**src/rtl/psum_acc_pkg.sv**
```systemverilog
// Shared types for the psum read-modify-write stage.
//   psum_acc_state_t : FSM state encoding used by psum_accumulator
//   psum_t           : default-width psum word
package psum_acc_pkg;

    localparam int unsigned PSUM_DATA_BITWIDTH = 16;

    typedef enum logic [2:0] {
        IDLE,
        RD,
        WAIT,
        WR,
        DONE
    } psum_acc_state_t;

    typedef logic [PSUM_DATA_BITWIDTH-1:0] psum_t;

endpackage

```
**src/rtl/psum_accumulator.sv**
```systemverilog
// Read-modify-write stage between the PE cluster column outputs and the psum GLB.
// On a start pulse it captures X_dim column psums, then either writes them straight
// to the GLB or, for every column, reads the stored psum, adds the new value and
// writes the sum back, so multi-pass results build up in the GLB.
//
// Ports
//   clk                in   system clock, rising edge
//   reset              in   asynchronous active-low reset
//   r_data_spad_psum   in   X_dim column psums, column c at [c*DATA_BITWIDTH +: DATA_BITWIDTH]
//   write_psum_ctrl    in   start pulse (PE cluster compute_done)
//   accum_en           in   1 = add to stored psum, 0 = overwrite
//   psum_row           in   output-row index of this pass
//   read_req_glb_psum  out  GLB read request
//   r_addr_glb_psum    out  GLB read address
//   r_data_glb_psum    in   GLB read data, valid one cycle after read_req_glb_psum
//   write_en_glb_psum  out  GLB write enable
//   w_addr_glb_psum    out  GLB write address
//   w_data_glb_psum    out  GLB write data
//   busy               out  high while a pass is in progress
//   psum_done          out  one-cycle pulse after the last write
//   ovf_flag           out  sticky: some sum wrapped in this pass
//   drop_flag          out  sticky: a start pulse arrived while not idle
module psum_accumulator
    import psum_acc_pkg::*;
#(
    parameter int unsigned DATA_BITWIDTH     = 16,
    parameter int unsigned ADDR_BITWIDTH_GLB = 10,
    parameter int unsigned X_dim             = 3,
    parameter int unsigned ROW_BITWIDTH      = 4,
    parameter int unsigned PSUM_LOAD_ADDR    = 0
) (
    input  logic                             clk,
    input  logic                             reset,
    input  logic [DATA_BITWIDTH*X_dim-1:0]   r_data_spad_psum,
    input  logic                             write_psum_ctrl,
    input  logic                             accum_en,
    input  logic [ROW_BITWIDTH-1:0]          psum_row,
    output logic                             read_req_glb_psum,
    output logic [ADDR_BITWIDTH_GLB-1:0]     r_addr_glb_psum,
    input  logic [DATA_BITWIDTH-1:0]         r_data_glb_psum,
    output logic                             write_en_glb_psum,
    output logic [ADDR_BITWIDTH_GLB-1:0]     w_addr_glb_psum,
    output logic [DATA_BITWIDTH-1:0]         w_data_glb_psum,
    output logic                             busy,
    output logic                             psum_done,
    output logic                             ovf_flag,
    output logic                             drop_flag
);

    localparam int unsigned COL_BITWIDTH = (X_dim > 1) ? $clog2(X_dim) : 1;
    localparam logic [COL_BITWIDTH-1:0] LAST_COL = COL_BITWIDTH'(X_dim - 1);

    psum_acc_state_t state_q, state_d;
    logic [COL_BITWIDTH-1:0]      col_q, col_d;
    logic                         acc_q;
    logic [ROW_BITWIDTH-1:0]      row_q;
    logic [DATA_BITWIDTH-1:0]     cap_q [X_dim];

    logic                         read_req_q, read_req_d;
    logic [ADDR_BITWIDTH_GLB-1:0] r_addr_q, r_addr_d;
    logic                         write_en_q, write_en_d;
    logic [ADDR_BITWIDTH_GLB-1:0] w_addr_q, w_addr_d;
    logic [DATA_BITWIDTH-1:0]     w_data_q, w_data_d;
    logic                         busy_q, busy_d;
    logic                         done_q, done_d;
    logic                         ovf_q, ovf_d;
    logic                         drop_q, drop_d;

    logic                         trigger;
    logic [DATA_BITWIDTH:0]       sum;
    logic [ROW_BITWIDTH-1:0]      row_sel;
    logic [DATA_BITWIDTH-1:0]     wr_src;

    function automatic logic [ADDR_BITWIDTH_GLB-1:0] glb_addr(
        input logic [ROW_BITWIDTH-1:0] row,
        input logic [COL_BITWIDTH-1:0] col
    );
        logic [31:0] full;
        full = PSUM_LOAD_ADDR + 32'(row) * X_dim + 32'(col);
        return full[ADDR_BITWIDTH_GLB-1:0];
    endfunction

    assign trigger = write_psum_ctrl && (state_q == IDLE);

    // GLB data returns during WAIT, so the sum is ready for the WAIT->WR edge.
    assign sum = {1'b0, cap_q[col_q]} + {1'b0, r_data_glb_psum};

    always_comb begin
        state_d = state_q;
        col_d   = col_q;
        case (state_q)
            IDLE: begin
                if (write_psum_ctrl) begin
                    state_d = accum_en ? RD : WR;
                    col_d   = '0;
                end
            end
            RD:   state_d = WAIT;
            WAIT: state_d = WR;
            WR: begin
                if (col_q == LAST_COL) begin
                    state_d = DONE;
                end else begin
                    state_d = acc_q ? RD : WR;
                    col_d   = col_q + 1'b1;
                end
            end
            DONE:    state_d = IDLE;
            default: state_d = IDLE;
        endcase
    end

    // Outputs are registered from the next state so strobes appear the cycle
    // after the transition that schedules them and addresses/data hold otherwise.
    always_comb begin
        // On the accepting edge the capture buffer is not loaded yet; use live inputs.
        row_sel = (state_q == IDLE) ? psum_row : row_q;
        wr_src  = (state_q == IDLE) ? r_data_spad_psum[DATA_BITWIDTH-1:0] : cap_q[col_d];

        read_req_d = (state_d == RD);
        r_addr_d   = read_req_d ? glb_addr(row_sel, col_d) : r_addr_q;

        write_en_d = (state_d == WR);
        w_addr_d   = write_en_d ? glb_addr(row_sel, col_d) : w_addr_q;
        w_data_d   = w_data_q;
        if (write_en_d) begin
            w_data_d = (state_q == WAIT) ? sum[DATA_BITWIDTH-1:0] : wr_src;
        end

        busy_d = (state_d == RD) || (state_d == WAIT) || (state_d == WR);
        done_d = (state_d == DONE);

        ovf_d = ovf_q;
        if (trigger) begin
            ovf_d = 1'b0;
        end else if ((state_q == WAIT) && sum[DATA_BITWIDTH]) begin
            ovf_d = 1'b1;
        end

        drop_d = drop_q || (write_psum_ctrl && (state_q != IDLE));
    end

    always_ff @(posedge clk or negedge reset) begin
        if (!reset) begin
            state_q    <= IDLE;
            col_q      <= '0;
            acc_q      <= 1'b0;
            row_q      <= '0;
            for (int c = 0; c < int'(X_dim); c++) begin
                cap_q[c] <= '0;
            end
            read_req_q <= 1'b0;
            r_addr_q   <= '0;
            write_en_q <= 1'b0;
            w_addr_q   <= '0;
            w_data_q   <= '0;
            busy_q     <= 1'b0;
            done_q     <= 1'b0;
            ovf_q      <= 1'b0;
            drop_q     <= 1'b0;
        end else begin
            state_q    <= state_d;
            col_q      <= col_d;
            if (trigger) begin
                acc_q <= accum_en;
                row_q <= psum_row;
                for (int c = 0; c < int'(X_dim); c++) begin
                    cap_q[c] <= r_data_spad_psum[c*DATA_BITWIDTH +: DATA_BITWIDTH];
                end
            end
            read_req_q <= read_req_d;
            r_addr_q   <= r_addr_d;
            write_en_q <= write_en_d;
            w_addr_q   <= w_addr_d;
            w_data_q   <= w_data_d;
            busy_q     <= busy_d;
            done_q     <= done_d;
            ovf_q      <= ovf_d;
            drop_q     <= drop_d;
        end
    end

    assign read_req_glb_psum = read_req_q;
    assign r_addr_glb_psum   = r_addr_q;
    assign write_en_glb_psum = write_en_q;
    assign w_addr_glb_psum   = w_addr_q;
    assign w_data_glb_psum   = w_data_q;
    assign busy              = busy_q;
    assign psum_done         = done_q;
    assign ovf_flag          = ovf_q;
    assign drop_flag         = drop_q;

endmodule

```
**config.mk**
```make
export PLATFORM = sky130hd
export DESIGN_NAME = psum_accumulator
export DESIGN_NICKNAME = d
export VERILOG_FILES = /design/src/rtl/psum_acc_pkg.sv /design/src/rtl/psum_accumulator.sv
export SDC_FILE = /design/constraint.sdc
export NUM_CORES = 1
export LEC_CHECK = 0
export CORE_ASPECT_RATIO = 0.5
export CORE_MARGIN = 1
export CORE_UTILIZATION = 55
export DETAILED_ROUTE_END_ITERATION = 6
export HOLD_SLACK_MARGIN = 0.08
export PLACE_DENSITY = 0.85
export SKIP_LAST_GASP = 1
export SLEW_MARGIN = 20
export SYNTH_ARGS = -nofsm -noshare
export SYNTH_HDL_FRONTEND = slang
export SYNTH_SLANG_ARGS = --single-unit
```
**constraint.sdc**
```tcl
create_clock -name clk -period 10.8 [get_ports clk]
set_input_delay 1.62 -clock clk [delete_from_list [all_inputs] [get_ports clk]]
set_output_delay 1.62 -clock clk [all_outputs]
set_load 0.005 [all_outputs]
```
==> impl_results.md <==
- Worst-margin pin slew: 1.02 ns
- Sequential share of the synthesized area: 41.0%
- Area share of the largest cell type after synthesis: 41.0%
- Total routed wirelength: 14700 um
- Req. time, crit path: 11.03 ns
- Largest net degree at the start of global routing: 57
- DRT antenna net count: 0
- Area contributors post-synth: dfrtp_1 (41%), mux2_2 (13%), ha_1 (5.8%)
- Starting Density: 58.0%
- Lkg Pwr: 3.03 nW
- Width of the die: 145 um
- Peak supply drop: 191 uV
- Cell area power density: 379 nW/um^2
- Final Setup Violations: 0
- Count of unique library cells instantiated by Yosys: 59
- H-tree depth: 3
- Met2 wire len: 6690 um
- First-pass DRT Iterations: 5
- Critical Path AT: 4.67 ns
- Hold crit path type: flop to flop
- Num rows: 25
- FFs w/ async S/R, synth: 100%
- Ys flop type: dfrtp_1
- Critical Path Fanout Max: 23
- # IOs: 114
- Vias per inst: 6.01
- Mapped Cells: 540
- Crit path max-delay family: buffers and inverters
- Startpoint Class: input pin
- CTS Hold Buffers Added: 0
- Root buffer cell: clkbuf_16
- Area leader, netlist: dfrtp_1
- Layout area overhead: 24.9%
- First-pass GRT wire length: 23400 um
- CTS Sinks: 92
- Final Critical Period: 4.43 ns
- Die Y: 73.4 um
- Count leader, synth: dfrtp_1
- Nets: 736
- Top cells by count, synth: dfrtp_1 (92), mux2_2 (66), nand2_1 (50)
- Outcome: finished, final reports clean
- Cts repair resizes: 0
- #FFs+latches synth: 92
- Initial antenna violation count: 0
- CTS buffer count: 9
- Wire length per cell: 19.0 um
- Critical Path End Type: flop
- Max Root-Sink Buffers: 2
- Port Buf Inserts: 105
- Top layer reached by signal wires: met4
- Routability cong.: 0.880
- Worst-path clk slew: 0.07 ns
- M1 WL: 6710 um
- Max transition margin: 32.0%
- All-Layer GR Usage: 29.5%
- Post-Route Setup TNS: 0 ns
- GRT overflow: 0
- Initial drt markers: 318
- Crit share post-route: 41.1%
- Tot Pwr: 2.65 mW
- Vias in the first global route: 4502
- Final Hold Vio Count: 0
- # Post-CTS Setup Buffers: 0
- Clk Latency, worst-skew pair: 0.35 ns
- Fmax: 225 MHz
- Crit-path slowest cell: inv_1
- CP Buf/Inv Count: 2
- Post-synth EDFFs: 0
- Final Skew: 0.00807 ns
- Share of cells above drive strength 1: 18.1%
- Post-Syn Area: 5610 sq um
- RSZ-0062 raised after global routing: false
- CTS tree: yes
- Core Area: 9670 sq um
- Via Count: 4660
- Crit-path cells: clkdlybuf4s50_1, nand2b_1, a21o_1, a21o_1, inv_1, nand2_1, nand3_2, mux2_2
- DP Wirelength: 10400 um
- Ys Warns: 0
- Synth Area per Inst: 10.4 sq um
- Antenna diodes: 0
- Die ar.: 10600 sq um
- Crit path largest cell delay: 0.69 ns
- Critical path class: input pin to flop
- Max-cap viol count: 0
- Most frequent CP cell: a21o_1
- Final Slew Violations: 0
- Met3 wire length: 1110 um
- DRC viols: 0
-- metal layers --
| layer | vias to the layer above | global-route usage [%] |
|---|---|---|
| li1 | 2131 | - |
| met1 | 2292 | 41.0 |
| met2 | 217 | 47.3 |
| met3 | 20 | 6.26 |
| met4 | 0 | 7.37 |
| met5 | - | 0 |
-- metrics by stage --
step	setup WS (ns)	utilization, %	instance area [sq um]	hold WS (ns)	cells
floorplan	6.71	-	5640	0.467	547
global placement	6.15	69.5	6720	0.464	759
detailed placement	6.02	69.5	6720	0.476	759
CTS	6.38	72.5	7010	0.492	775
global route	6.17	72.5	7010	0.503	775
finish	6.37	72.5	7010	0.490	775
-- power by group --
| part | switching, mW | internal, mW | leakage, nW |
|---|---|---|---|
| Clock | 0.138 | 0.169 | 0.134 |
| Sequential | 0.169 | 0.528 | 1.10 |
| Combinational | 0.875 | 0.775 | 1.80 |
-- cells by family (layout without fill, tap and decap cells) --
| kind of cell | Yosys count | count (layout) | share of synthesized area [%] |
|---|---|---|---|
| muxes | 94 | 94 | 18.9 |
| DFF | 92 | 92 | 41.0 |
| other | 1 | 8 | 0.0668 |
| xor gates and xnor gates | 11 | 11 | 1.72 |
| AOI/OAI and AO/OA | 144 | 144 | 16.9 |
| and+or+nand+nor | 108 | 108 | 9.32 |
| adders and majority gates | 29 | 29 | 6.87 |
| buffers and inverters | 61 | 154 | 5.26 |
-- state kept, by name (all words and copies together), names as in the netlist, 2 cells and up --
register / count
w_data_glb_psum: 16
state_q: 3
cap_q: 48
col_q: 2
r_addr_glb_psum: 6
row_q: 4
w_addr_glb_psum: 6
-- cells in the final DEF, fill, tap and decap left out, drive strengths merged, types with 2 or more instances in the layout --
| cell type | synthesis | layout |
|---|---|---|
| nor2 | 22 | 22 |
| nand2b | 2 | 2 |
| a21o | 9 | 9 |
| conb | 1 | 8 |
| xnor2 | 9 | 9 |
| clkbuf | 14 | 11 |
| mux2i | 21 | 21 |
| fa | 3 | 3 |
| a31oi | 11 | 11 |
| or3 | 2 | 2 |
| and3 | 4 | 4 |
| a221oi | 12 | 12 |
| o2111ai | 2 | 2 |
| nor3 | 3 | 3 |
| nor2b | 5 | 5 |
| o22ai | 6 | 6 |
| o211ai | 4 | 4 |
| mux2 | 73 | 73 |
| clkinv | 0 | 2 |
| or2 | 6 | 6 |
| o21ai | 49 | 49 |
| nand2 | 51 | 51 |
| xor2 | 2 | 2 |
| clkinvlp | 0 | 3 |
| ha | 26 | 26 |
| o21a | 4 | 4 |
| inv | 26 | 26 |
| dfrtp | 92 | 92 |
| clkdlybuf4s50 | 0 | 104 |
| nand3 | 7 | 7 |
| buf | 21 | 8 |
| o32ai | 3 | 3 |
| o21bai | 5 | 5 |
| a211oi | 4 | 4 |
| o31ai | 2 | 2 |
| or4bb | 2 | 2 |
| a21oi | 26 | 26 |
-- layout make-up --
| class | instances | area (sq um) |
|---|---|---|
| clock inverter | 5 | 36.3 |
| multi-input combinational | 394 | 3050 |
| clock buffer | 11 | 253 |
| fill | 691 | 2660 |
| timing repair buffer | 112 | 1100 |
| sequential | 92 | 2300 |
| tap | 135 | 169 |
| inverter | 26 | 100 |
-- path summary, 6_finish.rpt --
kind | to | depth (start not counted) | slack (ns) | startpoint
max reg2reg | r_addr_glb_psum[0] | 9 | 6.47 | col_q[0]
max in group asynchronous | cap_q[45] | 2 | 8.48 | reset
min in group asynchronous | write_en_glb_psum | 1 | 1.23 | reset
max | r_addr_glb_psum[0] | 8 | 6.37 | write_psum_ctrl
min reg2reg | drop_flag | 1 | 0.49 | drop_flag
min | drop_flag | 1 | 0.49 | drop_flag
(Power assumes the default switching activity.)
==> RTL edit 1 (same settings) <==
`DATA_BITWIDTH`: 16 -> 14.
--- a/src/rtl/psum_accumulator.sv
+++ b/src/rtl/psum_accumulator.sv
@@ -23,7 +23,7 @@
 module psum_accumulator
     import psum_acc_pkg::*;
 #(
-    parameter int unsigned DATA_BITWIDTH     = 16,
+    parameter int unsigned DATA_BITWIDTH     = 14,
     parameter int unsigned ADDR_BITWIDTH_GLB = 10,
     parameter int unsigned X_dim             = 3,
     parameter int unsigned ROW_BITWIDTH      = 4,
Ports: changed (resized r_data_glb_psum, r_data_spad_psum and w_data_glb_psum); port bits go from 114 to 104. No check against the original RTL was run, so the function may have changed too.
==> RTL edit 1 against the unedited design <==
Count of clock-buffer cells in the layout increased by 1. Worst hold slack got worse by 0.025 ns. Cell area decreased by 13%. Sequential share of layout area increased by 1.4 points. Wire length decreased by 17%. First-iteration DRC count increased by 33%. Critical path depth increased by 3. Synthesized area decreased by 14%. Power decreased by 17%. Global-route usage decreased by 0.99 points. Sequential cell count decreased by 8. Clock skew decreased by 0.0023 ns. Worst setup slack got worse by 0.052 ns. Fmax decreased by 1.2%. Largest cell class unchanged.
==> RTL edit 1: results (changes against the unedited design) <==
[run_status]
status = completed

[placed_design]
port-buffer-count = 95  ; -9.5%
place.gp.congestion = 0.903  ; +2.6%
hpwl_mm = 8.50  ; -18%
placed_area_um2 = 5810  ; -13%

[worst_setup_path]
cp_slowest_stage_delay_ns = 0.60  ; -0.09 ns
crit_path_end = r_addr_glb_psum[4]$_DFFE_PN0P_
cpLargestDelayFamily = simple AND/OR/NAND/NOR gates
rrSetupSlack_ns = 6.72  ; +0.25 ns
critPathSlowestCell = or2_1
ff2ff_path_depth = 12  ; +3

[cells_and_area]
drive_above_1_share_pct = 4.91  ; -13 points
n_fill_cell = 626  ; -9.4%
largest_register_ff_count = 42  ; -13%
nets = 737  ; +0.14%
final_cells = 764  ; -1.4%

[route]
dr_wl_met3_um = 719  ; -35%
wire_per_inst_um = 16.0  ; -16%
wl_met1_mm = 5.51  ; -18%

[timing]
fin_crit_ns = 4.49  ; +0.0524 ns
worst_pin_slew_ns = 0.969  ; -0.0492 ns
hold_slack_ns = 0.464  ; -0.0251 ns

[global_routing]
grt_max_degree = 85  ; +49%
met3_usage_pct = 6.30  ; +0.038 points
grtUsageMet2_pct = 46.8  ; -0.43 points
grt_pass1_wl_mm = 19.7  ; -16%
use_met1_pct = 37.7  ; -3.3 points
grt.total_usage_pct = 28.5  ; -0.99 points

[yosys]
synthCells = 565  ; +4.6%
yosys-top-cells-area = dfrtp_1 (43%), nand2_1 (16%), ha_1 (6.2%)

[pwr]
p_int_mw = 1.23  ; -16%
ir_drop_v = 0.000181  ; -5.2%

==> RTL edit 1: cell type report <==
type                            count  area, um2  share of cell area, %
Clock inverter                      4       73.8                   1.20
Multi-Input combinational cell    442       2540                   41.4
Inverter                            9       38.8                  0.633
Clock buffer                       12        236                   3.86
Tap cell                          112        140                   2.29
Timing Repair Buffer              101        997                   16.3
Sequential cell                    84       2100                   34.3
==> RTL edit 1: logic make-up (layout without fill, tap and decap cells) <==
family	after synthesis	in the layout	share of synthesized area, %
compound gates	123	123	15.6
xor+xnor	15	15	2.71
fa+ha+maj	26	26	7.02
buf+inv	46	126	4.83
flops	84	84	43.4
mux	30	30	6.32
other cells	1	8	0.0773
simple gates	240	240	20.1
==> RTL edit 1: power by group through the flow <==
stage / clock network [mW] / registers [mW] / logic, mW
floorplan: 0 / 0.553 / 0.924
global placement: 0 / 0.608 / 1.19
detailed placement: 0 / 0.613 / 1.23
CTS: 0.326 / 0.610 / 1.25
global route: 0.342 / 0.628 / 1.39
finish: 0.323 / 0.615 / 1.25
==> RTL edit 2 (same settings) <==
Made on the original files. `r_addr_q`, `w_addr_q` and `w_data_q` no longer have a reset.
--- a/src/rtl/psum_accumulator.sv
+++ b/src/rtl/psum_accumulator.sv
@@ -150,10 +150,7 @@
                 cap_q[c] <= '0;
             end
             read_req_q <= 1'b0;
-            r_addr_q   <= '0;
             write_en_q <= 1'b0;
-            w_addr_q   <= '0;
-            w_data_q   <= '0;
             busy_q     <= 1'b0;
             done_q     <= 1'b0;
             ovf_q      <= 1'b0;
@@ -169,15 +166,18 @@
                 end
             end
             read_req_q <= read_req_d;
-            r_addr_q   <= r_addr_d;
             write_en_q <= write_en_d;
-            w_addr_q   <= w_addr_d;
-            w_data_q   <= w_data_d;
             busy_q     <= busy_d;
             done_q     <= done_d;
             ovf_q      <= ovf_d;
             drop_q     <= drop_d;
         end
+    end
+
+    always_ff @(posedge clk) begin
+        r_addr_q <= r_addr_d;
+        w_addr_q <= w_addr_d;
+        w_data_q <= w_data_d;
     end
 
     assign read_req_glb_psum = read_req_q;
Check against the original RTL: not equivalent (Yosys sat finds a counterexample within 4 cycles, from zero or initial values and one cycle with reset low).
==> RTL edit 2 against the unedited design <==
Cell area down 1.8%. Sequential power up 10%. Synthesized area down 2.6%. Wire length down 12%. Power down 3.3%. Worst hold slack better by 0.022 ns. Sequential cell count unchanged. Worst setup slack better by 0.066 ns. Sequential share of layout area up 2.6 points.
==> RTL edit 2: results (changes against the unedited design) <==
[run_status]
status = completed

[worst_setup_path]
cp_max_fo = 17  ; -26%
cp_slowest_stage_delay_ns = 0.55  ; -0.14 ns
crit_arrival_ns = 4.47  ; -0.20 ns
critPathSlowestCell = nand2_1

[pwr]
p_per_area_nw_per_um2 = 373  ; -1.6%
switching_share_pct = 40.7  ; -3.8 points
ir_drop_v = 0.000179  ; -6.2%
powerComb_mw = 1.48  ; -10%
p_leak_nw = 2.85  ; -5.8%

[cells_and_area]
final.clkbuf_count = 12  ; +1
multi_input_area_share_pct = 40.4  ; -3.1 points
final_cells = 723  ; -6.7%
buffers = 113  ; +0.89%
bufAreaShareNonClock_pct = 16.1  ; +0.35 points
drive_above_1_share_pct = 17.9  ; -0.27 points
syn2layout_area_growth_pct = 26.0
seq-cell-share_pct = 35.5  ; +2.6 points
n_fill_cell = 686  ; -0.72%

[global_routing]
use_met1_pct = 35.7  ; -5.3 points
grtUsageMet2_pct = 44.1  ; -3.2 points
grt_pass1_vias = 4113  ; -8.6%
grt_max_degree = 65  ; +14%
met3_usage_pct = 5.54  ; -0.71 points
grt.total_usage_pct = 26.7  ; -2.8 points
grt_pass1_wl_mm = 20.9  ; -11%

[yosys]
synth_edf_count = 28  ; +28
netlist_top_cells_count = mux2_2 (66), dfrtp_1 (64), o21ai_0 (29)
synth-async-reset-ratio_pct = 69.6  ; -30 points
synth.avg_cell_area_um2 = 11.3  ; +8.9%
synth_xor_area_share_pct = 1.44  ; -0.27 points
ys_seq_area_share_pct = 44.7  ; +3.7 points

[route]
dr_wl_met3_um = 830  ; -25%
wl_met1_mm = 5.88  ; -12%
drtIter0Drc = 292  ; -8.2%
wire_per_inst_um = 18.0  ; -5.2%

[placed_design]
post-place-cells = 707  ; -6.9%
placed_area_um2 = 6590  ; -1.9%
place.gp.congestion = 0.850  ; -3.4%

[timing]
skew_ns = 0.00390  ; -0.00417 ns

[RTL edit 2: path summary, 6_finish.rpt]
| path | start | cells past startpoint | slack (ns) | to |
|---|---|---|---|---|
| worst max register to register | col_q[1]$_DFF_PN0_ | 12 | 6.67 | w_data_glb_psum[14]$_DFFE_PP_ |
| min in group asynchronous | reset | 2 | 1.46 | row_q[3]$_DFFE_PN0P_ |
| worst max-delay path | write_psum_ctrl | 11 | 6.43 | r_addr_glb_psum[5]$_DFFE_PP_ |
| worst min register to register | row_q[1]$_DFFE_PN0P_ | 1 | 0.51 | row_q[1]$_DFFE_PN0P_ |
| worst min-delay path | row_q[1]$_DFFE_PN0P_ | 1 | 0.51 | row_q[1]$_DFFE_PN0P_ |
| max in group asynchronous | reset | 2 | 8.76 | cap_q[10]$_DFFE_PN0P_ |
